### config.mk
export PLATFORM = sky130hd
export DESIGN_NAME = mem_arbiter
export DESIGN_NICKNAME = d
export VERILOG_FILES = /design/src/rtl/mem_arbiter.sv
export SDC_FILE = /design/constraint.sdc
export NUM_CORES = 1
export LEC_CHECK = 0
export BUFFER_PORTS_ARGS = -buffer_cell sky130_fd_sc_hd__buf_4
export CAP_MARGIN = 20
export CORE_ASPECT_RATIO = 1.1
export CORE_MARGIN = 4
export CORE_UTILIZATION = 41
export CTS_CLUSTER_SIZE = 24
export DETAILED_ROUTE_END_ITERATION = 8
export GPL_ROUTABILITY_DRIVEN = 0
export PLACE_DENSITY_LB_ADDON = 0.2
export SLEW_MARGIN = 25
export SYNTH_ARGS = -nofsm -noshare
export SYNTH_HDL_FRONTEND = slang
export SYNTH_SLANG_ARGS = --single-unit
### constraint.sdc
create_clock -name clk -period 1.68 [get_ports clk]
set_clock_uncertainty 0.15 [all_clocks]
set_input_delay 0.336 -clock clk [delete_from_list [all_inputs] [get_ports clk]]
set_output_delay 0.336 -clock clk [all_outputs]
set_load 0.02 [all_outputs]
### src/rtl/mem_arbiter.sv
// mem_arbiter: two-requester (instruction fetch / data) arbiter onto a single
// memory port. One transfer outstanding at a time. Data normally wins, but an
// instruction fetch is forced through once data has won STARVE_LIMIT
// consecutive grants while a fetch was waiting.
module mem_arbiter #(
    parameter int STARVE_LIMIT = 4
) (
    input  logic        clk,
    input  logic        reset,
    // instruction fetch requester
    input  logic        i_req,
    input  logic [31:0] i_addr,
    output logic        i_ack,
    output logic [31:0] i_rdata,
    // data requester
    input  logic        d_req,
    input  logic        d_we,
    input  logic [31:0] d_addr,
    input  logic [31:0] d_wdata,
    output logic        d_ack,
    output logic [31:0] d_rdata,
    // shared memory port
    output logic        m_valid,
    output logic        m_we,
    output logic [31:0] m_addr,
    output logic [31:0] m_wdata,
    input  logic        m_ready,
    input  logic [31:0] m_rdata,
    output logic        busy
);

    typedef enum logic [1:0] {
        IDLE    = 2'd0,
        SERVE_I = 2'd1,
        SERVE_D = 2'd2,
        ACK     = 2'd3
    } state_t;

    // starvation counter is 3 bits wide, so the limit is clipped to that width
    localparam logic [2:0] LIMIT = 3'(STARVE_LIMIT);

    state_t      state_q;
    logic [2:0]  starve_q;
    logic [2:0]  starve_d;
    logic        m_valid_q;
    logic        m_we_q;
    logic [31:0] m_addr_q;
    logic [31:0] m_wdata_q;
    logic        i_ack_q;
    logic        d_ack_q;
    logic [31:0] i_rdata_q;
    logic [31:0] d_rdata_q;
    logic        grant_d;
    logic        grant_i;

    // Arbitration decision and next starvation count, only consumed in IDLE.
    always_comb begin
        grant_d  = d_req && (!i_req || (starve_q < LIMIT));
        grant_i  = !grant_d && i_req;
        starve_d = starve_q;
        if (grant_d && i_req) begin
            // saturate at the limit; a pending fetch makes this a "starving" grant
            if (starve_q < LIMIT) begin
                starve_d = starve_q + 3'd1;
            end
        end else if (grant_i) begin
            starve_d = '0;
        end
    end

    // Arbiter FSM with registered memory-port and completion outputs.
    always_ff @(posedge clk) begin
        if (reset) begin
            state_q   <= IDLE;
            starve_q  <= '0;
            m_valid_q <= 1'b0;
            m_we_q    <= 1'b0;
            m_addr_q  <= '0;
            m_wdata_q <= '0;
            i_ack_q   <= 1'b0;
            d_ack_q   <= 1'b0;
            i_rdata_q <= '0;
            d_rdata_q <= '0;
        end else begin
            case (state_q)
                IDLE: begin
                    // m_ready is ignored here: nothing is outstanding
                    if (grant_d) begin
                        state_q   <= SERVE_D;
                        starve_q  <= starve_d;
                        m_valid_q <= 1'b1;
                        m_we_q    <= d_we;
                        m_addr_q  <= d_addr;
                        m_wdata_q <= d_wdata;
                    end else if (grant_i) begin
                        state_q   <= SERVE_I;
                        starve_q  <= starve_d;
                        m_valid_q <= 1'b1;
                        m_we_q    <= 1'b0;
                        m_addr_q  <= i_addr;
                    end
                end
                SERVE_I: begin
                    // address/control held from the grant until memory completes
                    if (m_ready) begin
                        state_q   <= ACK;
                        m_valid_q <= 1'b0;
                        i_rdata_q <= m_rdata;
                        i_ack_q   <= 1'b1;
                    end
                end
                SERVE_D: begin
                    if (m_ready) begin
                        state_q   <= ACK;
                        m_valid_q <= 1'b0;
                        d_rdata_q <= m_rdata;
                        d_ack_q   <= 1'b1;
                    end
                end
                ACK: begin
                    // the ack pulse lasts exactly this one cycle; the requester
                    // drops its request before the next IDLE evaluation
                    state_q <= IDLE;
                    i_ack_q <= 1'b0;
                    d_ack_q <= 1'b0;
                end
                default: begin
                    state_q <= IDLE;
                end
            endcase
        end
    end

    assign m_valid = m_valid_q;
    assign m_we    = m_we_q;
    assign m_addr  = m_addr_q;
    assign m_wdata = m_wdata_q;
    assign i_ack   = i_ack_q;
    assign d_ack   = d_ack_q;
    assign i_rdata = i_rdata_q;
    assign d_rdata = d_rdata_q;
    assign busy    = (state_q != IDLE);

endmodule

; ---- Yosys cells after proc, flatten, opt, wreduce, memory -nomap -nowiden
; Index checks and enable logic that the tools add are counted.
[totals]
register_bits = 137
output_inout_bits = 133
input_bits = 134
elab_cells = 60
[classes]
order_cmp = 1
muxes = 20
n_eq_ne = 7
addsub = 1
n_reduce_logical = 21
[op_table]
columns = cell, n
row1 = 32-bit two-way mux, 2
row2 = 3-bit two-way mux, 5
row3 = 2-bit AND reduction, 7
row4 = 2-bit nonzero test, 5
row5 = 1-bit two-way mux, 6
row6 = 2-bit two-way mux, 3
row7 = 1-bit one-hot mux with 2 select lines, 3
row8 = 2-bit one-hot mux with 3 select lines, 1
row9 = "2-bit equality test, second input constant", 2
row10 = "2-bit inequality test, second input constant", 2
row11 = "3-bit by 1-bit adder with 3-bit output, second input constant", 1
row12 = 1-bit logical AND, 3
row13 = "3-bit < comparator, second input constant", 1
row14 = "3-bit inequality test, second input constant", 1
row15 = 3-bit AND reduction, 1
row16 = "2-bit by 1-bit equality test with 1-bit output, second input constant", 1
row17 = 1-bit logical NOT, 2
row18 = 2-bit logical NOT, 1
row19 = "2-bit by 1-bit inequality test with 1-bit output, second input constant", 1
row20 = 2-bit OR reduction, 1
row21 = 1-bit logical OR, 1

; ---- Logic depth before layout (Yosys ltp)
[depth]
word_depth = 9
ltp_mapped = 7
ltp_nobuf = 5

; ---- Worst setup path before layout
; No wires, ideal clock.
[synth_path]
path_kind = flip-flop to flip-flop
startpoint = register state_q[0]
endpoint = register state_q[0]
setup_time_ps = 71
n_path_buf = 0
stages_incl_launch_ff = 6
arrival_ps = 1405
required_time_ps = 1459
synth_period_minus_slack_ps = 1626
setup_slack_ps = 54
cell_sequence = dfxtp_1 > inv_1 > ha_1 > nor2b_1 > a2111o_1 > a21oi_1
[synth_via]
elab_chain_cells = 4
word_cells_on_any_way = 9
cone_classes = 5 x eq/ne / 1 x mux / 3 x reduce/logical
[synth_rtl]
columns = element, line
row1 = "start, declared", 42  ; state_t state_q;
row2 = "start signal, assigned", 74  ; state_q <= IDLE;
row3 = "start signal, assigned", 89  ; state_q <= SERVE_D;
row4 = "start signal, assigned", 96  ; state_q <= SERVE_I;
row5 = 2-bit equality test / 2-bit by 1-bit equality test with 1-bit output (equally long branches), 85  ; case (state_q)
row6 = 2-bit OR reduction (no source line), --
row7 = 2-bit by 1-bit inequality test with 1-bit output (no source line), --
row8 = 2-bit AND reduction (no source line), --
; Several ways; a longest one is shown, not always the timed one.
; A chain may end at the register's enable or synchronous reset.

; ---- Final worst setup path
[layout_path]
startpoint = register state_q[1]
endpoint = output busy
[layout_via]
elab_chain_cells = 1
[layout_rtl]
columns = element, line
row1 = 2-bit nonzero test, 142  ; assign busy = (state_q != IDLE);
row2 = "end, declared", 29  ; output logic busy
; Every way passes these cells.

==> metrics.md <==
| Metric | Value |
|---|---|
| Dominant cell type by area after synthesis | dfxtp_1 |
| Synth Area in XOR/XNOR | 0% |
| Setup crit start kind | register |
| Port Buffers | 266 |
| NumNets Final | 1052 |
| Final Cycle Share | 97.5% |
| Clk slew on worst S/H paths | 60 ps |
| Starting Density | 41.8% |
| CP Data Required Time | 1190 ps |
| Pwr dens | ~1600 nW/um^2 |
| Status | finished clean |
| CTS Root Cell | clkbuf_16 |
| CTS tree | built |
| Critical Path Slowest Stage Cell | dfxtp_2 |
| Min cycle time layout | 1640 ps |
| Mapped Nets | 798 |
| Hold Crit Class | in2reg |
| Max Fanout on Critical Path | 4 |
| Total core area | 12600 sq um |
| FFs w/ async S/R, synth | 0% |
| GRT overflow | 0 |
| Crit-path max cell delay | 350 ps |
| # IOs | 267 |
| DRT Wirelength | 17300 microns |
| CP Capture Type | output port |
| Final HPWL DP | 11900 microns |
| Syn Std Cell Area | about 5300 sq um |
| Met1 wire length | 6710 microns |
| Top cells by area, synth | dfxtp_1, a21oi_1, nand2_1 |
| Reg2reg setup slack | approximately 50 ps |
| First-pass GRT wire length | 25700 microns |
| Max Root-Sink Buffers | 2 |
| DR WL/cell | 16.0 microns |
| Share of layout cells above drive strength 1 | 36.3% |
| Die Wd | 116 microns |
| Total global routing track utilization | a little over a fifth |
| Synth warnings | 0 |
| Mux cell area share after synthesis | less than 1% |
| Adder-Cell Fraction of Synth Area | 1.42% |
| Post-DRT Antenna Nets | 0 |
| Worst-Skew Late Latency | 400 ps |
| Worst-path cell chain | inv_2 > ha_4 > inv_4 > buf_6 |
| Synthesis-to-layout area growth | 55.8% |
| Most common cell in the netlist | nand2_1 |
| Largest net degree at the start of global routing | 65 |
| Max_cap viols | 0 |
| Worst setup path class | reg2out |
| Antenna violations before repair | 0 |
| Synth top area share | 51.9% |
| DRC violations left | 0 |
| Worst slew pin tran | 316 ps |
| Seq/Total Area, Yosys | 51.9% |
| Fmax | 0.611 GHz |
| Largest family of logic cells by synthesized area | compound AO/OA/AOI/OAI gates |
| Initial DRC count | 364 |
| Placed Instances | 1045 |
| Number of synthesized flops with an enable pin | 0 |
| Count of pins over their slew limit | 0 |
| Final setup viols | 0 |
| WL met2 | roughly 8600 microns |
| H-tree depth | 4 |
| Die Ht | 127 microns |
| LEAKAGE | ~3.6 nW |
| Cells after Synth | 658 |
| Worst EP arrival | ~1200 ps |
| Fin. Hold Viols | 0 |
| Fin cells | 1080 |
| WL met3 | 1650 microns |
| Synth Flop Type | dfxtp_1 |
| CTS sink cnt | about 140 |
| Syn Area/Cell | between 8 and 9 sq um |
| VDD IR max | 0.830 mV |
| Synthesized flop and latch total | 137 |
| Slew HR | 78.9% |
| WHS | 34.4 ps |
| Synth top cells by count | nand2_1, dfxtp_1, a21oi_1 |
| Vias in the first global route | approximately 5.4k |
| FP Rows | 43 |
| Drt pass-1 iters | 4 |
| DR vias | roughly 5.6k |
| Post-synthesis compound-gate area fraction | 22.4% |
| Full die area | around 15000 sq um |
| Vias per cell | roughly 5.2 |
| Diode count | 0 |
| Max Used Layer | met4 |
| RSZ-0062 raised after global routing | true |
| Synth cell types | 27 |
| Area fraction in and, or, nand and nor cells after synthesis | roughly 18% |
| Post-cts hold buffer count | 0 |
| TritonCTS Buffers | 17 |
==> per-stage QoR <==
stage	util [%]	TNS, ps	worst slack (ps)	power [W]	area (sq um)
after floorplan	-	0	54.0	0.00681	5290
after detailed placement	59.2	-142	-42.9	0.00877	7480
final	65.1	0	42.1	0.0130	8230
after global routing	65.1	-31.1	-12.6	0.0137	8230
after CTS	64.2	0	8.60	0.0127	8120
after global placement	59.2	0	66.2	0.00862	7480
==> placed cells by master (no fill, tap or decap), drive strengths merged, types with 3 or more instances in the layout <==
| cell | instances |
|---|---|
| inv | 5 |
| clkbuf | 20 |
| o21ai | 36 |
| clkinvlp | 4 |
| a211oi | 34 |
| buf | 289 |
| dfxtp | 137 |
| a21oi | 131 |
| ha | 6 |
| nor2 | 38 |
| nand2 | 165 |
| nor2b | 3 |
| bufinv | 4 |
| clkinv | 4 |
| nand3 | 32 |
==> final cells by class <==
class                   instances  area [sq um]
fillers                      1065          4410
flip-flops and latches        137          2750
repair buffers                292          2380
multi-input cells             460          2290
clock buffers                  17           425
well taps                     157           196
clock inverters                13           179
inverters                       4          17.5
==> what timing repair did <==
| action | 4_1_cts | 5_1_grt |
|---|---|---|
| setup endpoints to repair | 8 | 16 |
| pin swaps | 1 | 0 |
| gates resized for setup | 8 | 7 |
| setup buffers | 1 | 0 |
| cloned | 0 | 4 |
==> power by group <==
group,switching [W],internal (W)
sequential,0.000328,0.00386
clock,0.00138,0.00246
combinational,0.00279,0.00219
==> critical path, delay by kind of cell, from the launching register on <==
family / cells / cell delay, ps
DFF: 1 / 350
buffers and inverters: 3 / 240
adders and majority gates: 1 / 180
==> state kept, by name, summed over array words and instances, names as in the netlist <==
name and cells:
d_ack 1, m_we 1, m_wdata 32, m_addr 32, starve_q 3, d_rdata 32
state_q 2, i_ack 1, i_rdata 32, m_valid 1
==> path summary, 6_finish.rpt <==
check | startpoint | endpoint | depth (start not counted)
min | i_addr[29] | m_addr[29] | 3
max reg2reg | state_q[0] | m_valid | 7
min reg2reg | d_rdata[19] | d_rdata[19] | 2
max | state_q[1] | busy | 4
==> logic make-up (layout without fill, tap and decap cells) <==
| kind of cell | after synthesis | after routing |
|---|---|---|
| fa+ha+maj | 6 | 6 |
| compound gates | 210 | 210 |
| buf+inv | 61 | 326 |
| simple gates | 242 | 242 |
| flops | 137 | 137 |
| mux | 2 | 2 |
==> routing by layer <==
metal	track usage, %	up-vias
li1	-	2738
met1	25.2	2635
met2	36.8	243
met3	7.34	30
met4	7.44	0
met5	0	-
No activity file was read; power rests on OpenSTA's default activity.
